### config.mk
export PLATFORM = sky130hd
export DESIGN_NAME = mem_access_ctrl
export DESIGN_NICKNAME = d
export VERILOG_FILES = /design/src/rtl/mem_access_ctrl.sv
export SDC_FILE = /design/constraint.sdc
export NUM_CORES = 1
export LEC_CHECK = 0
export BUFFER_PORTS_ARGS = -buffer_cell sky130_fd_sc_hd__buf_2
export CELL_PAD_IN_SITES_DETAIL_PLACEMENT = 0
export CELL_PAD_IN_SITES_GLOBAL_PLACEMENT = 1
export CORE_MARGIN = 10
export CORE_UTILIZATION = 38
export CTS_BUF_LIST = sky130_fd_sc_hd__clkbuf_8
export DETAILED_ROUTE_END_ITERATION = 10
export PLACE_DENSITY = 0.92
export SYNTH_ARGS = -nofsm -noshare
export SYNTH_HDL_FRONTEND = slang
export SYNTH_SLANG_ARGS = --single-unit
### constraint.sdc
create_clock -name clk -period 2 [get_ports clk]
set_input_delay 0.3 -clock clk [delete_from_list [all_inputs] [get_ports clk]]
set_output_delay 0.3 -clock clk [all_outputs]
set_load 0.1 [all_outputs]
### src/rtl/mem_access_ctrl.sv
// Single-port RAM access controller: arbitrates instruction fetch and data
// requests (data wins), with write protection for addresses below WR_BASE.
module mem_access_ctrl #(
  parameter logic [3:0] WR_BASE = 4'd13
) (
  input  logic       clk,
  input  logic       sys_rst_n,
  input  logic       fetch_req,
  input  logic [3:0] fetch_addr,
  output logic       fetch_ack,
  output logic [7:0] fetch_data,
  input  logic       data_req,
  input  logic       data_we,
  input  logic [3:0] data_addr,
  input  logic [7:0] data_wdata,
  output logic       data_ack,
  output logic [7:0] data_rdata,
  output logic       data_fault,
  output logic       prot_violation,
  output logic       busy,
  output logic [3:0] ram_address,
  output logic [7:0] ram_data_in,
  output logic       ram_write_enable,
  input  logic [7:0] ram_data_out
);

  typedef enum logic [1:0] {
    IDLE   = 2'd0,
    ACCESS = 2'd1,
    RESP   = 2'd2
  } state_t;

  state_t      state_r;
  state_t      state_nxt_s;
  logic        grant_s;
  logic        grant_data_s;
  logic        in_access_s;
  logic        wr_ok_s;
  logic        wr_refused_s;
  logic        port_data_r;
  logic        we_r;
  logic [3:0]  mar_r;
  logic [7:0]  mdr_r;
  logic [7:0]  fetch_data_r;
  logic [7:0]  data_rdata_r;
  logic        fetch_ack_r;
  logic        data_ack_r;
  logic        data_fault_r;
  logic        prot_violation_r;
  logic        busy_r;

  // Next-state and grant decode; data port has priority over fetch.
  always_comb begin
    state_nxt_s  = state_r;
    grant_s      = 1'b0;
    grant_data_s = 1'b0;
    case (state_r)
      IDLE: begin
        if (data_req) begin
          grant_s      = 1'b1;
          grant_data_s = 1'b1;
          state_nxt_s  = ACCESS;
        end else if (fetch_req) begin
          grant_s      = 1'b1;
          state_nxt_s  = ACCESS;
        end else begin
          state_nxt_s  = IDLE;
        end
      end
      ACCESS:  state_nxt_s = RESP;
      RESP:    state_nxt_s = IDLE;
      default: state_nxt_s = IDLE;
    endcase
  end

  // Write strobe depends only on state and latched we/MAR, so reset kills it at once.
  assign in_access_s      = (state_r == ACCESS);
  assign wr_ok_s          = in_access_s && we_r && (mar_r >= WR_BASE);
  assign wr_refused_s     = in_access_s && we_r && (mar_r < WR_BASE);
  assign ram_write_enable = wr_ok_s;

  // State register.
  always_ff @(posedge clk or negedge sys_rst_n) begin
    if (!sys_rst_n) begin
      state_r <= IDLE;
    end else begin
      state_r <= state_nxt_s;
    end
  end

  // Request latch on grant: port, MAR, MDR and write flag are frozen for the transaction.
  always_ff @(posedge clk or negedge sys_rst_n) begin
    if (!sys_rst_n) begin
      port_data_r <= 1'b0;
      we_r        <= 1'b0;
      mar_r       <= 4'd0;
      mdr_r       <= 8'd0;
    end else if (grant_s) begin
      port_data_r <= grant_data_s;
      we_r        <= grant_data_s & data_we;
      mar_r       <= grant_data_s ? data_addr : fetch_addr;
      mdr_r       <= data_wdata;
    end else begin
      port_data_r <= port_data_r;
      we_r        <= we_r;
      mar_r       <= mar_r;
      mdr_r       <= mdr_r;
    end
  end

  // Read capture at the end of ACCESS into the granted port's data register.
  always_ff @(posedge clk or negedge sys_rst_n) begin
    if (!sys_rst_n) begin
      fetch_data_r <= 8'd0;
      data_rdata_r <= 8'd0;
    end else if (in_access_s && !we_r) begin
      if (port_data_r) begin
        data_rdata_r <= ram_data_out;
      end else begin
        fetch_data_r <= ram_data_out;
      end
    end else begin
      fetch_data_r <= fetch_data_r;
      data_rdata_r <= data_rdata_r;
    end
  end

  // Handshake/status flags, registered so they are high exactly during RESP.
  always_ff @(posedge clk or negedge sys_rst_n) begin
    if (!sys_rst_n) begin
      fetch_ack_r      <= 1'b0;
      data_ack_r       <= 1'b0;
      data_fault_r     <= 1'b0;
      prot_violation_r <= 1'b0;
      busy_r           <= 1'b0;
    end else begin
      fetch_ack_r      <= in_access_s & ~port_data_r;
      data_ack_r       <= in_access_s & port_data_r;
      data_fault_r     <= wr_refused_s;
      prot_violation_r <= prot_violation_r | wr_refused_s;
      busy_r           <= (state_nxt_s != IDLE);
    end
  end

  assign fetch_ack      = fetch_ack_r;
  assign fetch_data     = fetch_data_r;
  assign data_ack       = data_ack_r;
  assign data_rdata     = data_rdata_r;
  assign data_fault     = data_fault_r;
  assign prot_violation = prot_violation_r;
  assign busy           = busy_r;
  assign ram_address    = mar_r;
  assign ram_data_in    = mdr_r;

endmodule

# Word level (Yosys, flattened, before mapping)

Cells that the tools add are included.

Flip-flop bits (word level): 37
Output and inout port bits: 34
Input port bits: 29

Mux-type cells: 9
Reduce and logical (&&, ||, !) cells: 9
Magnitude comparators: 2
Equality and inequality tests: 1
Bitwise gates (word level): 5

Operators by type and width:

| cell               | count |
|---|---|
| $mux 1             | 7 |
| $ge 4x4->1 const B | 1 |
| $logic_and 1x1->1  | 4 |
| $lt 4x4->1 const B | 1 |
| $mux 4             | 1 |
| $pmux 2 s2         | 1 |
| $reduce_and 2->1   | 2 |
| $and 1x1->1        | 3 |
| $eq 2x1->1 const B | 1 |
| $logic_not 2->1    | 1 |
| $reduce_bool 2->1  | 1 |
| $logic_not 1->1    | 1 |
| $not 1->1          | 1 |
| $or 1x1->1         | 1 |

# Depth between registers and ports, before layout

Gate-level depths: netlist (run 1).

Word-level depth: 4
Depth in mapped cells: 5

# Least setup slack after synthesis (run 1)

OpenSTA, ideal clock, no wires.

Path type: reg-to-output
Start: reg mar_r[1], in the netlist ram_address[1]
End: out ram_write_enable
Cell stages (with the launch flop): 3
Arrival time: 2.449 ns
Data required time: 1.700 ns
Setup slack: -0.749 ns
Cell sequence: dfrtp_1 > o211ai_1 > nor2_1

Longest elaborated chain between the ends: 2

Ends and longest elaborated chain:

| item                   | line | source |
|---|---|---|
| start, declared        | 42   | `logic [3:0] mar_r;` |
| start signal, assigned | 101  | `mar_r <= grant_data_s ? data_addr : fetch_addr;` |
| start signal, assigned | 106  | `mar_r <= mar_r;` |
| $ge 4x4->1             | 78   | `assign wr_ok_s = in_access_s && we_r && (mar_r >= WR_BASE);` |
| $logic_and 1x1->1      | 78   |  |
| end, declared          | 23   | `output logic ram_write_enable,` |

No other way between the ends.

# Worst setup path in the final report (run 1)

Start: reg state_r[1]
End: out ram_write_enable

Longest elaborated chain between the ends: 3

Ends and longest elaborated chain:

| item                            | line | source |
|---|---|---|
| start, declared                 | 33   | `state_t state_r;` |
| start signal, assigned          | 87   | `state_r <= state_nxt_s;` |
| $eq 2x1->1                      | 77   | `assign in_access_s = (state_r == ACCESS);` |
| $logic_and 1x1->1 (2 in series) | 78   |  |

No other way between the ends.

==> metrics, run 1 <==
RR Endpoint ram_data_in[6]; Mapped Area 1440 µm²; HPWL after detailed placement 2540 µm; # rows 22; metal2 WL 1740 µm; Avg Cell Area, Syn 16.2 µm²; GRT Total Usage 9.96%; dominant cell type by area after synthesis dfrtp_1; Max Clk Rate 543 MHz; clk buf depth 2; Worst Setup Start Kind register; Post-synth EDFFs 0; synth cell count leaders 37 x dfrtp_1, 32 x mux2_2, 3 x nand2_1, 3 x nor2_1; Yosys reg bits 37; Main synth FF type dfrtp_1; clock skew 0.00315 ns; routed length per placed instance 15.3 µm; number of global-route vias before repair 1102; antenna viol nets, final 0; vias per cell 4.75; Area contributors post-synth dfrtp_1 64%, mux2_2 25%, buf_6 1.6%, nor3b_4 1.3%, nor3_4 1.1%; Hold Crit Class input port to asynchronous set/reset pin; CTS Buf Count 5; ant diodes 0; Clk Latency, worst-skew pair 0.28 ns; die area 6660 µm²; min cycle time layout 1.84 ns; Starting DRT DRC Count 50; die width 81.6 µm; DRC Markers 0; Hold Fails Final Rpt 0; worst path arrival time 1.54 ns; Syn Inst Count 89; Max Cap Violations 0; crit path max fanout 5; Synth cell types 16; area growth from synthesis to layout 31.2%; I/O Buffers 62; post-cts hold buffer count 0; final-stage net count 185; Die Y 81.6 µm; core region area 3660 µm²; initial core utilization 39.4%; Metal-1 WL 1110 µm; CTS tree built; net count after synthesis 118; vias after detailed routing 974; final wirelength 3140 µm; fin. max-slew vios 0; fin crit share 92.1%; TNS Setup 0 ns; reg2reg path depth 4; total setup buffers inserted after CTS 0; cell with the most instances after synthesis dfrtp_1; Slew HR 48.5%; # clock sinks 37; RSZ-0062 raised after global routing false; grt total ovfl 0; register area share after synthesis 64.2%; CTS HTree Levels 2; global-route wire length before repair 5120 µm; Post-synth ARST share 100%; layout cells sized above 1 70.7%; top routing layer in use met4; final setup violation count 0; outcome complete, no violations; critical path startpoint state_r[1]; WL met3 204 µm; GPL Wtd Cong 0.742; Yosys top cell area share 64.2%; yosys warns 0; required time of the worst setup path 1.70 ns; CTS-repair resized insts 0; initial antenna violation count 0; Slew @ Worst Pin 0.773 ns; DR pass1 iterations 2; Critical Path End Type output port; Crit Path Category register to output port; clk slew on worst S/H paths 0.07 ns; largest net degree at the start of global routing 38; io pins 63; Worst R2R Start state_r[0]; Root Driver clkbuf_8; flop2flop setup slack 0.29 ns
==> registers in the layout, summed over array words and instances (netlist names) <==
| register | cells |
|---|---|
| busy | 1 |
| fetch_data | 8 |
| data_rdata | 8 |
| data_ack | 1 |
| we_r | 1 |
| ram_data_in | 8 |
| fetch_ack | 1 |
| prot_violation | 1 |
| ram_address | 4 |
| port_data_r | 1 |
| data_fault | 1 |
| state_r | 2 |
==> area by class of cell <==
cell class	instances	area, µm²
clock inverters	2	7.51
clock buffers	6	82.6
multi-input cells	48	494
repair buffers	62	310
fillers	336	1770
well taps	48	60.1
flip-flops and latches	37	931
inverters	2	7.51
==> critical path, stage by stage (launching register included) <==
cell,delay [ns]
dfrtp_1,0.37
nand2b_4,0.18
inv_1,0.10
nand2_1,0.09
nor2_4,0.09
buf_2,0.43
==> cells by family (layout without fill, tap and decap cells) <==
family | Yosys count | in the layout | synth area share [%]
flip-flops | 37 | 37 | 64.2
buffers and inverters | 4 | 72 | 2.08
AO/OA/AOI/OAI | 4 | 4 | 2.52
multiplexers | 32 | 32 | 25.0
AND/OR/NAND/NOR | 12 | 12 | 6.25
==> worst max path at each step <==
stage / end / slack, ns
after floorplan: ram_write_enable / 0.25
after global placement: ram_data_in[7] / 0.40
after detailed placement: ram_data_in[6] / 0.28
after CTS: ram_write_enable / 0.14
after global routing: ram_write_enable / 0.08
final: ram_write_enable / 0.16
==> stage by stage <==
stage               setup WS, ns  utilization [%]  hold WS (ns)  std cells  area (µm²)
finish                     0.157             51.7        0.0934        205        1890
global route              0.0793             51.7         0.162        205        1890
CTS                        0.145             51.7         0.117        205        1890
detailed placement         0.282             49.2         0.433        197        1800
global placement           0.405             49.2         0.405        197        1800
floorplan                  0.250                -       0.00441         89        1460
==> layer usage <==
metal | GRT usage (%) | vias to the layer above
li1 | - | 442
met1 | 9.69 | 496
met2 | 17.7 | 30
met3 | 3.28 | 6
met4 | 6.63 | 0
met5 | 0 | -
==> cell usage in the layout, fill, tap and decap left out <==
| cell type | count |
|---|---|
| dfrtp_2 | 4 |
| dfrtp_1 | 33 |
| nor2_4 | 1 |
| nor3b_4 | 1 |
| and2_1 | 1 |
| mux2_2 | 32 |
| clkbuf_8 | 6 |
| or2_2 | 1 |
| a22o_2 | 1 |
| nand2b_4 | 1 |
| a32o_1 | 1 |
| buf_2 | 62 |
| inv_1 | 4 |
| and3_1 | 1 |
| nor2_1 | 2 |
| o211ai_1 | 1 |
| nand2_1 | 3 |
| nor3_4 | 1 |
| o21ai_2 | 1 |
Power of run 1 is left out: the tool's default activity adds up to more than one toggle a clock period on the data nets, which glitch-free logic cannot reach.
==> run 2, diff against run 1 <==
--- a/config.mk
+++ b/config.mk
@@ -9,10 +9,9 @@
 export CELL_PAD_IN_SITES_DETAIL_PLACEMENT = 0
 export CELL_PAD_IN_SITES_GLOBAL_PLACEMENT = 1
 export CORE_MARGIN = 10
-export CORE_UTILIZATION = 38
-export CTS_BUF_LIST = sky130_fd_sc_hd__clkbuf_8
+export CORE_UTILIZATION = 36
 export DETAILED_ROUTE_END_ITERATION = 10
-export PLACE_DENSITY = 0.92
+export PLACE_DENSITY = 0.88
 export SYNTH_ARGS = -nofsm -noshare
 export SYNTH_HDL_FRONTEND = slang
 export SYNTH_SLANG_ARGS = --single-unit
==> metrics, run 2 (synthesis gave the netlist of run 1 again) <==
GPL Wtd Cong 0.681 (was 0.742); final setup violation count 0 (unchanged); Max Clk Rate 541 MHz (was 543 MHz); total setup buffers inserted after CTS 0 (unchanged); area growth from synthesis to layout 30.5% (was 31.2%); routed length per placed instance 16.2 µm (was 15.3 µm); CTS Buf Count 5 (unchanged); grt total ovfl 0 (unchanged); crit path max fanout 5 (unchanged); global-route wire length before repair 5410 µm (was 5120 µm); layout cells sized above 1 70.1% (was 70.7%); largest net degree at the start of global routing 38 (unchanged); DR pass1 iterations 4 (was 2); fin. max-slew vios 0 (unchanged); final hold slack 0.113 ns (was 0.0934 ns); commonest non-fill, non-tap cells in the layout 62 x buf_2, 33 x dfrtp_1, 32 x mux2_2 (unchanged); Slowest cell on crit path buf_2 (unchanged); min cycle time layout 1.85 ns (was 1.84 ns); FF/Latch Area 931 µm² (unchanged); die width 83.3 µm (was 81.6 µm); clk slew on worst S/H paths 0.07 ns (about the same); # clock sinks 37 (unchanged); clk buf depth 2 (unchanged); DRC Markers 0 (unchanged); Starting DRT DRC Count 31 (was 50); most common cell after layout, fill and taps aside buf_2 (unchanged); Final Cell Area 1880 µm² (was 1890 µm²); required time of the worst setup path 1.70 ns (about the same); worst path cell trace nand2b_4 > inv_1 > nand2_1 > nor2_4 > buf_2 (unchanged); # rows 22 (unchanged); Worst Setup Start Kind register (unchanged); ant diodes 0 (unchanged); core region area 3770 µm² (was 3660 µm²); die area 6940 µm² (was 6660 µm²); Crit path largest cell delay 0.42 ns (was 0.43 ns); initial antenna violation count 0 (unchanged); I/O Buffers 62 (unchanged); GRT Total Usage 9.56% (was 9.96%); Root Driver clkbuf_8 (unchanged); Die Y 83.3 µm (was 81.6 µm); Crit Path Category register to output port (unchanged); Hold Crit Class input port to asynchronous set/reset pin (unchanged); Max Cap Violations 0 (unchanged); CP bufs+invs 2 (unchanged); HPWL after detailed placement 2650 µm (was 2540 µm); CTS tree built (unchanged); final wirelength 3320 µm (was 3140 µm); fillers 324 (was 336); Crit path max-delay family buffers and inverters (unchanged); TNS Setup 0 ns (unchanged); initial core utilization 38.3% (was 39.4%); Slew @ Worst Pin 0.814 ns (was 0.773 ns); clock skew 0.00403 ns (was 0.00315 ns); CTS-repair resized insts 0 (unchanged); Slew HR 45.7% (was 48.5%); Clk Latency, worst-skew pair 0.27 ns (was 0.28 ns); Critical Path End Type output port (unchanged); fin crit share 92.5% (was 92.1%); antenna viol nets, final 0 (unchanged); vias per cell 4.74 (was 4.75); RSZ-0062 raised after global routing false (unchanged); Hold Fails Final Rpt 0 (unchanged); final-stage net count 185 (unchanged); io pins 63 (unchanged); Multi-input gate area 494 µm² (unchanged); Placement Cell Area 1800 µm² (unchanged); CTS HTree Levels 2 (unchanged); worst path arrival time 1.55 ns (was 1.54 ns); outcome complete, no violations (unchanged); vias after detailed routing 971 (was 974); post-cts hold buffer count 0 (unchanged); number of global-route vias before repair 1148 (was 1102)
==> run 2: path summary, 6_finish.rpt <==
kind,from,to,slack [ns],cells past startpoint
max,state_r[1],ram_write_enable,0.15,5
max reg2reg,state_r[0],ram_data_in[4],0.31,4
min reg2reg,prot_violation,prot_violation,0.47,1
min in group clk,data_wdata[1],ram_data_in[1],0.25,2
max in group asynchronous,sys_rst_n,ram_address[1],1.32,1
min,sys_rst_n,ram_address[3],0.11,1
==> run 2: through the flow <==
| stage | setup WS (ns) | instances | util [%] |
|---|---|---|---|
| after global routing | 0.0804 | 205 | 49.9 |
| after global placement | 0.417 | 197 | 47.8 |
| after floorplan | 0.250 | 89 | - |
| final | 0.150 | 205 | 49.9 |
| after CTS | 0.124 | 205 | 49.9 |
| after detailed placement | 0.319 | 197 | 47.8 |
==> run 2: layout make-up <==
class / instances / share of cell area [%]
Sequential cell: 37 / 49.4
Multi-Input combinational cell: 48 / 26.2
Timing Repair Buffer: 62 / 16.5
Clock buffer: 8 / 4.25
Tap cell: 48 / 3.19
Inverter: 2 / 0.399
==> run 2: per-layer routing <==
metal / GRT usage (%) / up-vias / part of all wire, %
met1: 8.72 / 496 / 35
met3: 3.22 / 2 / 4.4
met2: 18.0 / 27 / 59
met5: 0 / - / 0
met4: 5.08 / 0 / 1.1
li1: - / 446 / -
==> run 2: worst register-to-register path, stage by stage, from the launching register on <==
cell and delay (ns):
dfrtp_1 0.41, nor2_1 0.26, o21ai_2 0.13, inv_1 0.38, mux2_2 0.40
Power of run 2 is left out for the same reason.
